--- src/rtl/moore_seq_pkg.sv ---
// Shared types and constants for the Moore sequence detector stimulus source.
package moore_seq_pkg;

  typedef enum logic [1:0] {
    ST_IDLE  = 2'd0,
    ST_SHIFT = 2'd1,
    ST_DONE  = 2'd2
  } seq_state_t;

  localparam int DEFAULT_LEN = 20;
  localparam int DEFAULT_DIV = 1;

  // Index width for a LEN-bit pattern, never narrower than one bit.
  function automatic int idxw_of(input int len);
    return (len <= 2) ? 1 : $clog2(len);
  endfunction

endpackage

--- src/rtl/bit_period_counter.sv ---
// Divider that marks the last clock of each bit period; tc is constant 1 when DIV = 1.
module bit_period_counter #(
  parameter int DIV = 1
) (
  input  logic clk,
  input  logic rst,
  input  logic clr,
  input  logic en,
  output logic tc
);

  localparam int CW = (DIV <= 2) ? 1 : $clog2(DIV);

  logic [CW-1:0] cnt;

  assign tc = (cnt == CW'(DIV - 1));

  always_ff @(posedge clk) begin
    if (rst || clr) begin
      cnt <= '0;
    end else if (en) begin
      cnt <= tc ? '0 : cnt + 1'b1;
    end
  end

endmodule

--- src/rtl/moore_seq_source.sv ---
// Shifts a loaded LEN-bit pattern out on x, one bit per DIV clocks, with start/done handshaking.
module moore_seq_source
  import moore_seq_pkg::*;
#(
  parameter  int LEN       = DEFAULT_LEN,
  parameter  int DIV       = DEFAULT_DIV,
  parameter  bit MSB_FIRST = 1'b1,
  localparam int IDXW      = idxw_of(LEN)
) (
  input  logic            clk,
  input  logic            rst,
  input  logic            load,
  input  logic [LEN-1:0]  pattern,
  input  logic            start,
  input  logic            rpt,
  output logic            x,
  output logic            x_valid,
  output logic            busy,
  output logic            done,
  output logic [IDXW-1:0] bit_idx,
  output seq_state_t      state
);

  // Handshake: load/start are single-cycle requests honoured only while state is
  // ST_IDLE; anything presented in ST_SHIFT or ST_DONE is dropped, not queued.

  // The register holds the pattern already in shift order, so bit k is the k-th bit sent.
  logic [LEN-1:0] preg;
  logic [LEN-1:0] new_ord;
  logic           tc;
  logic           last_bit;

  always_comb begin
    new_ord = pattern;
    if (MSB_FIRST) new_ord = {<<{pattern}};
  end

  assign last_bit = (bit_idx == IDXW'(LEN - 1));

  bit_period_counter #(.DIV(DIV)) u_div (
    .clk (clk),
    .rst (rst),
    .clr (state != ST_SHIFT),
    .en  (state == ST_SHIFT),
    .tc  (tc)
  );

  always_ff @(posedge clk) begin
    if (rst) begin
      state   <= ST_IDLE;
      preg    <= '0;
      bit_idx <= '0;
      x       <= 1'b0;
      x_valid <= 1'b0;
      busy    <= 1'b0;
      done    <= 1'b0;
    end else begin
      case (state)
        ST_IDLE: begin
          done    <= 1'b0;
          bit_idx <= '0;
          if (load) preg <= new_ord;
          if (start) begin
            state   <= ST_SHIFT;
            // A same-cycle load must supply the first bit directly.
            x       <= load ? new_ord[0] : preg[0];
            x_valid <= 1'b1;
            busy    <= 1'b1;
          end else begin
            x       <= 1'b0;
            x_valid <= 1'b0;
            busy    <= 1'b0;
          end
        end

        ST_SHIFT: begin
          if (tc) begin
            if (!last_bit) begin
              bit_idx <= bit_idx + 1'b1;
              x       <= preg[bit_idx + 1'b1];
            end else if (rpt) begin
              bit_idx <= '0;
              x       <= preg[0];
            end else begin
              state   <= ST_DONE;
              bit_idx <= '0;
              x       <= 1'b0;
              x_valid <= 1'b0;
              busy    <= 1'b0;
              done    <= 1'b1;
            end
          end
        end

        ST_DONE: begin
          state <= ST_IDLE;
          done  <= 1'b0;
        end

        default: begin
          state   <= ST_IDLE;
          x       <= 1'b0;
          x_valid <= 1'b0;
          busy    <= 1'b0;
          done    <= 1'b0;
          bit_idx <= '0;
        end
      endcase
    end
  end

endmodule

--- config.mk ---
export PLATFORM = sky130hd
export DESIGN_NAME = moore_seq_source
export DESIGN_NICKNAME = d
export VERILOG_FILES = /design/src/rtl/moore_seq_pkg.sv /design/src/rtl/bit_period_counter.sv /design/src/rtl/moore_seq_source.sv
export SDC_FILE = /design/constraint.sdc
export NUM_CORES = 1
export LEC_CHECK = 0
export CAP_MARGIN = 15
export CORE_AREA = 10 10 68 70
export DETAILED_ROUTE_END_ITERATION = 8
export DIE_AREA = 0 0 78 80
export PLACE_DENSITY = 0.74
export SETUP_SLACK_MARGIN = 0.05
export SKIP_LAST_GASP = 1
export SYNTH_ARGS = -nofsm -noshare
export SYNTH_HDL_FRONTEND = slang
export SYNTH_SLANG_ARGS = --single-unit
--- constraint.sdc ---
create_clock -name clk -period 2.1 [get_ports clk]
set_input_delay 0.525 -clock clk [delete_from_list [all_inputs] [get_ports clk]]
set_output_delay 0.525 -clock clk [all_outputs]
set_load 0.01 [all_outputs]
==> flow_summary.json <==
{
  "status": "complete, no violations",
  "drt_iter0_markers": 119,
  "avgRoutedWirePerCell_um": 14.6,
  "async_flop_share": 0,
  "core_area_um2": 3280,
  "path_max_fanout": 5,
  "die_h_um": 80,
  "cts_tree": "done",
  "drc": 0,
  "synth-edff-count": 0,
  "holdPathEnd": "preg[11]",
  "yosysTopAreaCellShare": 0.409,
  "holdBufCountCts": 0,
  "tightestPinTransition_ns": 0.647,
  "nets": 237,
  "syn_area_per_cell_um2": 8.25,
  "ff2ff_setup_slack_ns": 0.08,
  "start_util": 0.447,
  "worst_skew_pair.late_latency_ns": 0.33,
  "synth_area_um2": 1470,
  "fp.dieW_um": 78,
  "clock_sinks": 30,
  "reg2reg_depth": 6,
  "rr_startpoint": "bit_idx[0]",
  "arrival_ns": 2.23,
  "grt_antenna_before_repair": 0,
  "diodes": 0,
  "timing.setup.tns_ns": 0,
  "reg2reg_to": "x",
  "max_freq_mhz": 496,
  "dieArea_um2": 6240,
  "io-pin-count": 36,
  "postCtsSetupRepairBufs": 0,
  "yosysSeqAreaShare": 0.409,
  "routabilityCongestion": 0.805,
  "rsz0062_at_grt": "true",
  "grt_pass1_wl_um": 6020,
  "power.total_w": 0.00114,
  "final.setup_skew_ns": 0.00768,
  "yosysTopAreaCell": "dfxtp_1",
  "htree_levels": 2,
  "grt_pass1_vias": 1344,
  "postRouteWirelength_um": 3740,
  "io_buffers": 35,
  "grt_max_degree": 21,
  "maxSlewViolCount": 0,
  "cp-start-kind": "register",
  "grt_use_total": 0.119,
  "worstSetupPathType": "register to register",
  "synth_area_leaders": "dfxtp_1, nand2_1, a21oi_1",
  "hold_depth": 2,
  "hold_slack_ns": 0.459,
  "stdcell_area_um2": 1920,
  "finalHoldViolCount": 0,
  "cts_root_buf": "clkbuf_4",
  "ir_worst_vdd_mv": 0.362,
  "cap_violations": 0,
  "period_needed_ns": 2.02,
  "place_ws_ns": -0.0842,
  "ys_ff_latch": 30,
  "cts.repair.resized": 3,
  "hpwl_um": 2710,
  "synth_warnings": 0,
  "hp-class": "register to register",
  "synthCells": 178,
  "vias_per_cell": 5.49,
  "crit_path_end_kind": "register",
  "clk_path_buf_depth": 2,
  "dr.pass1.iters": 4,
  "power_density_nw_per_um2": 592,
  "setup_violations": 0,
  "vias": 1406,
  "postLayoutSetupSlackWorst_ns": 0.0826,
  "dpl_cell_area_um2": 1850,
  "overflow": 0,
  "area_growth_syn_to_layout_pct": 30.9,
  "fp-row-count": 21,
  "slew_headroom": 0.567,
  "leakagePower_nw": 0.689,
  "synth_nets": 204,
  "antenna_left": 0,
  "clk_pin_slew_worst_paths_ns": 0.09,
  "drive_gt1_frac": 0.110,
  "required_ns": 2.31,
  "synthFlopType": "dfxtp_1",
  "synth_cell_type_count": 42,
  "hold_path_startpoint": "preg[11]",
  "period_share": 0.961,
  "cts_made_buffers": 5
}
-- routing by layer --
metal | GRT usage | share of wire | vias up
met5 | 0 | 0 | -
met3 | 0.0439 | 0.061 | 12
met4 | 0.0663 | 0.032 | 0
li1 | - | - | 685
met2 | 0.201 | 0.49 | 46
met1 | 0.126 | 0.41 | 663
-- cell usage in the layout (no fill, tap or decap), drive strengths merged, types with 2 or more instances in the layout --
cell type / instances
a21oi: 27
a31oi: 2
a32oi: 2
buf: 6
clkbuf: 6
clkdlybuf4s50: 35
dfxtp: 30
inv: 2
mux2i: 3
mux4: 5
nand2: 45
nand2b: 4
nand3: 2
nor2: 12
nor3: 3
o21ai: 3
-- worst max-delay path: stages, from the launching register on --
cell and delay [ns]:
dfxtp_1 0.36, ha_4 0.33, mux4_2 0.50, mux2i_1 0.15, a21oi_1 0.08, a2111oi_2 0.37
nor3_1 0.09
-- sequential cells by signal (all words and copies together) (netlist names) --
signal / count
preg: 20
bit_idx: 5
state: 2
busy: 1
done: 1
x: 1
-- synthesized netlist by cell type, types with 2 or more instances --
| cell | n |
|---|---|
| buf_2 | 3 |
| nand2_1 | 45 |
| inv_1 | 2 |
| mux2i_1 | 3 |
| nor2_1 | 12 |
| o21ai_0 | 3 |
| a21oi_1 | 27 |
| clkbuf_1 | 9 |
| nand2b_1 | 4 |
| buf_4 | 2 |
| nor3_1 | 3 |
| dfxtp_1 | 30 |
| a32oi_1 | 2 |
| a31oi_1 | 2 |
| mux4_2 | 4 |
-- final cells by class --
cell class | instances | area (um2)
well taps | 46 | 57.6
fillers | 321 | 1360
repair buffers | 41 | 399
flip-flops and latches | 30 | 604
clock buffers | 6 | 51.3
multi-input cells | 131 | 802
inverters | 2 | 7.51
-- worst max-delay path by stage --
stage	startpoint	end	slack, ns	cells past startpoint
3_5_place_dp	load	x	-0.08	6
5_1_grt	bit_idx[0]	x	0.001	6
6_report	bit_idx[0]	x	0.08	6
3_3_place_gp	load	x	-0.04	6
2_1_floorplan	bit_idx[1]	x	0.10	7
4_1_cts	bit_idx[0]	bit_idx[0]	0.05	2
-- power breakdown --
group	internal [W]	switching (W)	total, W
Sequential	0.000597	0.0000204	0.000617
Clock	0.000150	0.000182	0.000332
Combinational	0.000103	0.0000846	0.000188
-- logic make-up (layout without fill, tap and decap cells) --
family / Yosys count / count (layout) / synth area share
buf+inv: 17 / 49 / 0.0563
flops: 30 / 30 / 0.409
simple gates: 75 / 75 / 0.228
xor+xnor: 2 / 2 / 0.0119
mux: 9 / 9 / 0.107
fa+ha+maj: 1 / 1 / 0.00852
compound gates: 44 / 44 / 0.178
-- metrics by stage --
stage / utilization / std cells
after global routing: 0.585 / 256
after detailed placement: 0.562 / 250
final: 0.585 / 256
after floorplan: - / 178
after global placement: 0.562 / 250
after CTS: 0.582 / 256
(Power assumes the default switching activity.)
